[src/rtl/snake_pkg.sv]
// Shared heading definitions for the snake steering, movement and VGA logic.
// Latency: n/a (types, constants and a pure function only).
// Backpressure: n/a.
//
// Contents:
//   dir_e     - 3-bit heading code, STOP/UP/DOWN/LEFT/RIGHT
//   opposite  - heading that would be a 180-degree reversal of the given one
package snake_pkg;

    typedef enum logic [2:0] {
        DIR_STOP  = 3'd0,
        DIR_UP    = 3'd1,
        DIR_DOWN  = 3'd2,
        DIR_LEFT  = 3'd3,
        DIR_RIGHT = 3'd4
    } dir_e;

    // STOP (and any unused code) has no opposite; STOP is returned so it never
    // matches a real heading.
    function automatic logic [2:0] opposite(input logic [2:0] dir);
        logic [2:0] res;
        case (dir)
            DIR_UP:    res = DIR_DOWN;
            DIR_DOWN:  res = DIR_UP;
            DIR_LEFT:  res = DIR_RIGHT;
            DIR_RIGHT: res = DIR_LEFT;
            default:   res = DIR_STOP;
        endcase
        return res;
    endfunction

endpackage

[src/rtl/key_debounce.sv]
// Debounces one active-low key and emits a one-cycle pulse on each debounced press.
// Latency: raw edge to press pulse is 2 + DEB_CYCLES cycles (2-flop sync + stability count).
// Backpressure: none; the press pulse is a fire-and-forget event.
//
// Ports:
//   VGA_CLK  - clock
//   reset    - asynchronous, active-high; returns to the released (stable=1) state
//   key_n    - raw key level, active-low
//   stable   - debounced key level
//   press    - one-cycle pulse on debounced 1->0 (release produces nothing)
module key_debounce #(
    parameter int DEB_CYCLES = 250000
) (
    input  logic VGA_CLK,
    input  logic reset,
    input  logic key_n,
    output logic stable,
    output logic press
);

    localparam int CNTW = $clog2(DEB_CYCLES + 1);

    logic            sync1;
    logic            sync2;
    logic [CNTW-1:0] cnt;

    always_ff @(posedge VGA_CLK or posedge reset) begin
        if (reset) begin
            sync1  <= 1'b1;
            sync2  <= 1'b1;
            stable <= 1'b1;
            cnt    <= '0;
            press  <= 1'b0;
        end else begin
            sync1 <= key_n;
            sync2 <= sync1;
            press <= 1'b0;
            if (sync2 != stable) begin
                // This cycle is the DEB_CYCLES-th consecutive mismatch: adopt the new level.
                if (cnt == CNTW'(DEB_CYCLES - 1)) begin
                    stable <= sync2;
                    cnt    <= '0;
                    // Old level 1 flipping to 0 is a press; 0->1 is a release.
                    press  <= stable;
                end else begin
                    cnt <= cnt + 1'b1;
                end
            end else begin
                cnt <= '0;
            end
        end
    end

endmodule

[src/rtl/snake_dir_ctrl.sv]
// Snake steering: debounces four keys, queues legal turns, commits one turn per game tick.
// Latency: raw key edge to queue push 3 + DEB_CYCLES cycles; tick to new direction 1 cycle.
// Backpressure: none upstream; presses that cannot be queued are dropped with a drop pulse.
//
// Ports:
//   VGA_CLK    - clock for all logic
//   reset      - asynchronous, active-high
//   key_n      - raw active-low keys, [0]=UP [1]=DOWN [2]=LEFT [3]=RIGHT
//   tick       - one-cycle game-step pulse; pops one queued turn into direction
//   clear      - synchronous restart: direction to STOP, queue flushed
//   direction  - committed heading (0=STOP 1=UP 2=DOWN 3=LEFT 4=RIGHT)
//   dir_change - one-cycle pulse when direction is updated from the queue
//   drop       - one-cycle pulse when a press is rejected (repeat, reversal, full queue)
//   q_count    - current queue occupancy, 0..QDEPTH
module snake_dir_ctrl
    import snake_pkg::*;
#(
    parameter int DEB_CYCLES    = 250000,
    parameter int QDEPTH        = 4,
    parameter int ALLOW_REVERSE = 0
) (
    input  logic                     VGA_CLK,
    input  logic                     reset,
    input  logic [3:0]               key_n,
    input  logic                     tick,
    input  logic                     clear,
    output logic [2:0]               direction,
    output logic                     dir_change,
    output logic                     drop,
    output logic [$clog2(QDEPTH):0]  q_count
);

    localparam int PW = $clog2(QDEPTH);
    localparam int CW = PW + 1;

    logic [3:0]    key_stable;
    logic [3:0]    press;
    logic [3:0]    req;
    logic [2:0]    p_dir;
    logic          p_vld;
    logic [2:0]    q_mem [QDEPTH];
    logic [PW-1:0] rd_ptr;
    logic [PW-1:0] wr_ptr;
    logic [PW-1:0] tail_ptr;
    logic [2:0]    ref_dir;
    logic          q_empty;
    logic          q_full;
    logic          pop;
    logic          is_rev;
    logic          reject;
    logic          push;

    for (genvar i = 0; i < 4; i++) begin : g_deb
        key_debounce #(
            .DEB_CYCLES (DEB_CYCLES)
        ) u_deb (
            .VGA_CLK (VGA_CLK),
            .reset   (reset),
            .key_n   (key_n[i]),
            .stable  (key_stable[i]),
            .press   (press[i])
        );
    end

    // A press is only honoured while its key is still debounced-low.
    assign req = press & ~key_stable;

    // Lowest index wins: later assignments override earlier ones.
    always_comb begin
        p_dir = DIR_STOP;
        if (req[3]) p_dir = DIR_RIGHT;
        if (req[2]) p_dir = DIR_LEFT;
        if (req[1]) p_dir = DIR_DOWN;
        if (req[0]) p_dir = DIR_UP;
    end

    assign p_vld    = (req != 4'b0000);
    assign q_empty  = (q_count == '0);
    assign q_full   = (q_count == CW'(QDEPTH));
    assign tail_ptr = wr_ptr - PW'(1);

    // New turns are judged against where the snake will be heading once the
    // queue drains, i.e. the newest queued entry, not the current direction.
    assign ref_dir = q_empty ? direction : q_mem[tail_ptr];
    assign pop     = tick && !q_empty;
    assign is_rev  = (ALLOW_REVERSE == 0) && (ref_dir != DIR_STOP)
                     && (p_dir == opposite(ref_dir));
    // A full queue still accepts when a pop frees a slot in the same cycle.
    assign reject  = p_vld && ((p_dir == ref_dir) || is_rev || (q_full && !pop));
    assign push    = p_vld && !reject && !clear;

    always_ff @(posedge VGA_CLK or posedge reset) begin
        if (reset) begin
            rd_ptr     <= '0;
            wr_ptr     <= '0;
            q_count    <= '0;
            direction  <= DIR_STOP;
            dir_change <= 1'b0;
            drop       <= 1'b0;
        end else if (clear) begin
            rd_ptr     <= '0;
            wr_ptr     <= '0;
            q_count    <= '0;
            direction  <= DIR_STOP;
            dir_change <= 1'b0;
            drop       <= 1'b0;
        end else begin
            dir_change <= pop;
            drop       <= reject;
            if (pop) begin
                direction <= q_mem[rd_ptr];
                rd_ptr    <= rd_ptr + 1'b1;
            end
            if (push) begin
                wr_ptr <= wr_ptr + 1'b1;
            end
            // Occupancy never exceeds QDEPTH: a push to a full queue needs a pop.
            q_count <= q_count + CW'(push) - CW'(pop);
        end
    end

    // Storage needs no reset; the pointers define which entries are live.
    // The head is read before this write lands, so a pushed entry is never
    // popped in the same cycle.
    always_ff @(posedge VGA_CLK) begin
        if (push) begin
            q_mem[wr_ptr] <= p_dir;
        end
    end

endmodule

[config.mk]
export PLATFORM = sky130hd
export DESIGN_NAME = snake_dir_ctrl
export DESIGN_NICKNAME = d
export VERILOG_FILES = /design/src/rtl/snake_pkg.sv /design/src/rtl/key_debounce.sv /design/src/rtl/snake_dir_ctrl.sv
export SDC_FILE = /design/constraint.sdc
export NUM_CORES = 1
export LEC_CHECK = 0
export ABC_AREA = 1
export CAP_MARGIN = 10
export CORE_ASPECT_RATIO = 1.4
export CORE_MARGIN = 3
export CORE_UTILIZATION = 60
export CTS_CLUSTER_DIAMETER = 200
export DETAILED_ROUTE_END_ITERATION = 8
export PLACE_DENSITY = 0.76
export REMOVE_ABC_BUFFERS = 1
export SLEW_MARGIN = 20
export SYNTH_ARGS = -nofsm -noshare
export SYNTH_HDL_FRONTEND = slang
export SYNTH_SLANG_ARGS = --single-unit
[constraint.sdc]
create_clock -name VGA_CLK -period 7.25 [get_ports VGA_CLK]
set_input_delay 2.175 -clock VGA_CLK [delete_from_list [all_inputs] [get_ports VGA_CLK]]
set_output_delay 2.175 -clock VGA_CLK [all_outputs]
set_load 0.03 [all_outputs]
==> metrics.cfg <==
[outcome]
status=finished, final reports clean

[timing]
worstMarginPinSlew_ns=0.874
final_hold_viol_count=0
fin_ws_ns=3.15
rsz0062_at_grt=false
maxSlewHeadroom=0.417
skew_ns=0.00776
max_freq_ghz=0.244
period_share=0.565
finalHoldWorstSlack_ns=0.358
setup_viol=0
slew_violations=0
fin_setup_tns_ns=0
min_period_ns=4.10

[worst_setup_path]
worstSetupStartpoint=clear
r2r_start=wr_ptr[0]
rrSetupSlack_ns=3.78
required_ns=7.48
cp_max_fo=7
path_class=input port to register
cp-end-kind=register
cp.arrival_ns=4.32
rr_endpoint=q_count[2]
r2r_cells=20
cp-start-kind=input port

[power_and_ir_drop]
clkPwrFrac=0.367
pwr-share-comb=0.173
internal-power_mw=1.05
switchingPower_mw=0.416
power_frac_seq=0.460
power_density_mw_per_mm2=230
switching_share=0.283
max-vdd-ir-drop_v=0.000132
leakagePower_nw=2.80

[floorplan]
fp.dieW_um=88.9
io_pins=16
coreArea_mm2=0.00918
rows=41
die_h_um=122
initial_utilization=0.629
die-area_mm2=0.0108

[synth]
synth_area_mm2=0.00577
synthFlopType=dfrtp_1
synth_seq_area_share=0.499
syn_avg_cell_area_um2=9.06
ys.warnings.count=0
synth_seq_cells=112
synthArstFlopShare=0.893
synth_cell_type_count=49
synth_edf_count=12
syn_inst=637

[placed_design]
dp_hpwl_um=7820
pre_cts_ws_ns=2.80
gp_congestion=0.900
io_buffers=15

[routing]
drtIter0Drc=152
wirelength_um=10600
vias=4191
drc=0
ant_nets=0
firstDrtPassIters=5
wl_per_cell_um=13.7
viasPerCell=5.43

[clock_network]
cts_sinks=112
clockRootBuffer=clkbuf_16
post_cts_buffers=0
clk_latency_ns=0.35
cts_buffers=9
htree_levels=3
cts_tree=yes
clk_pin_slew_ns=0.07
hold_buffers=0
clk_path_buf_depth=2
ctsResizeCount=0

[layout]
num-fill-cells=699
layout-drive-gt1-share=0.141
antennaDiodeCount=0
area_growth_pct=10.4
utilization=0.694
nNetsFinal=679

[global_routing]
grt_util_met3=0.0413
grt.overflow.total=0
grtUsageTotal=0.217
antenna_found_initial=0
use_met2=0.383
grt_max_degree=74
grt_pass1_wl_um=18600
grt_pass1_vias=4271
grt_util_met1=0.252
grt.busiest_layer=met2

[worst_hold_path]
whs_endpoint=g_deb[2].u_deb.sync2
worstHoldStart=g_deb[2].u_deb.sync1
whs_path_depth=0
hp-class=register to register

[flow_run]
max-cap-violations=0

[final cells by class]
class	instances	area (µm²)	share of cell area
multi-input combinational	417	2480	0.389
clock buffer	10	239	0.0375
inverter	104	395	0.0620
timing repair buffer	16	158	0.0247
clock inverter	6	91.3	0.0143
tap	107	134	0.0210
sequential	112	2880	0.451
[cell usage after synthesis, types with 2 or more instances]
library cell | count | area share
a31oi_1 | 2 | 0.0022
nor3_4 | 3 | 0.0085
nand2_2 | 9 | 0.0098
nor2_1 | 74 | 0.048
nor3_1 | 23 | 0.020
nand4_1 | 16 | 0.017
clkinv_1 | 2 | 0.0013
a211oi_1 | 2 | 0.0026
nor4_1 | 6 | 0.0065
nand3_2 | 9 | 0.016
inv_1 | 91 | 0.059
buf_2 | 2 | 0.0017
a21oi_1 | 29 | 0.025
nor2_4 | 9 | 0.018
nor3b_1 | 9 | 0.012
inv_2 | 10 | 0.0065
o21ai_0 | 20 | 0.017
xnor2_1 | 9 | 0.014
nor4_4 | 3 | 0.011
xor2_1 | 23 | 0.035
dfstp_2 | 12 | 0.055
nor4_2 | 3 | 0.0065
mux2i_1 | 4 | 0.0069
nor3_2 | 2 | 0.0035
dfrtp_1 | 88 | 0.38
o21ai_1 | 2 | 0.0017
nand3_1 | 34 | 0.029
nor2_2 | 9 | 0.0098
edfxtp_1 | 12 | 0.062
nand2_1 | 90 | 0.059
o21a_1 | 3 | 0.0039
ha_1 | 10 | 0.022
[worst max-delay path, stage by stage]
cell	delay, ns
clkdlybuf4s50_1	0.52
nor2_1	0.28
nand3_2	0.19
ha_1	0.30
inv_1	0.06
ha_1	0.13
inv_1	0.05
fa_1	0.40
xor2_1	0.16
nor2_1	0.05
[layer usage]
| layer | vias to the layer above | routed length (µm) |
|---|---|---|
| met4 | 0 | 251 |
| met2 | 65 | 5640 |
| met1 | 1997 | 4410 |
| li1 | 2111 | - |
| met3 | 18 | 261 |
| met5 | - | 0 |
[flip-flops by register name, indices dropped and copies added, names as in the netlist, 2 cells and up]
| register | count |
|---|---|
| rd_ptr | 2 |
| wr_ptr | 2 |
| q_count | 3 |
| g_deb.u_deb.press | 4 |
| g_deb.u_deb.sync1 | 4 |
| g_deb.u_deb.cnt | 72 |
| q_mem | 12 |
| g_deb.u_deb.stable | 4 |
| direction | 3 |
| g_deb.u_deb.sync2 | 4 |
[cells in the final DEF, fill, tap and decap left out, drive strengths merged, types with 15 or more instances in the layout]
cell type and n:
dfrtp 88, clkdlybuf4s50 15, xor2 23, nand2 99, nand3 44, a21oi 30, nor2 92, nand4 18
nor3 28, inv 103, o21ai 22
[stage by stage]
| step | cells | power [mW] | cell area (µm²) |
|---|---|---|---|
| CTS | 772 | 1.48 | 6370 |
| detailed placement | 756 | 0.941 | 6040 |
| global route | 772 | 1.55 | 6370 |
| floorplan | 633 | 0.873 | 5750 |
| finish | 772 | 1.47 | 6370 |
| global placement | 756 | 0.929 | 6040 |
[cells by family after synthesis]
| family | count (synthesis) | share of synthesized area |
|---|---|---|
| flip-flops | 112 | 0.499 |
| adder cells (fa/ha/maj) | 11 | 0.0251 |
| multiplexers | 4 | 0.00694 |
| buffers and inverters | 108 | 0.0718 |
| XOR/XNOR | 32 | 0.0486 |
| AND/OR/NAND/NOR | 307 | 0.289 |
| AO/OA/AOI/OAI | 63 | 0.0603 |
[worst max path at each step]
stage	endpoint	depth (start not counted)	slack, ns
final	q_count[2]	10	3.15
after floorplan	dir_change	1	2.48
after global placement	q_count[2]	10	2.83
after CTS	q_count[2]	10	3.15
after global routing	q_count[2]	10	2.98
after detailed placement	q_count[2]	10	2.80
[power by group through the flow]
stage	Sequential [mW]	Clock, mW	Combinational [mW]
after global routing	0.680	0.576	0.291
after global placement	0.688	0	0.241
after floorplan	0.701	0	0.172
final	0.676	0.539	0.254
after detailed placement	0.688	0	0.253
after CTS	0.676	0.549	0.254
(Power assumes the default switching activity.)
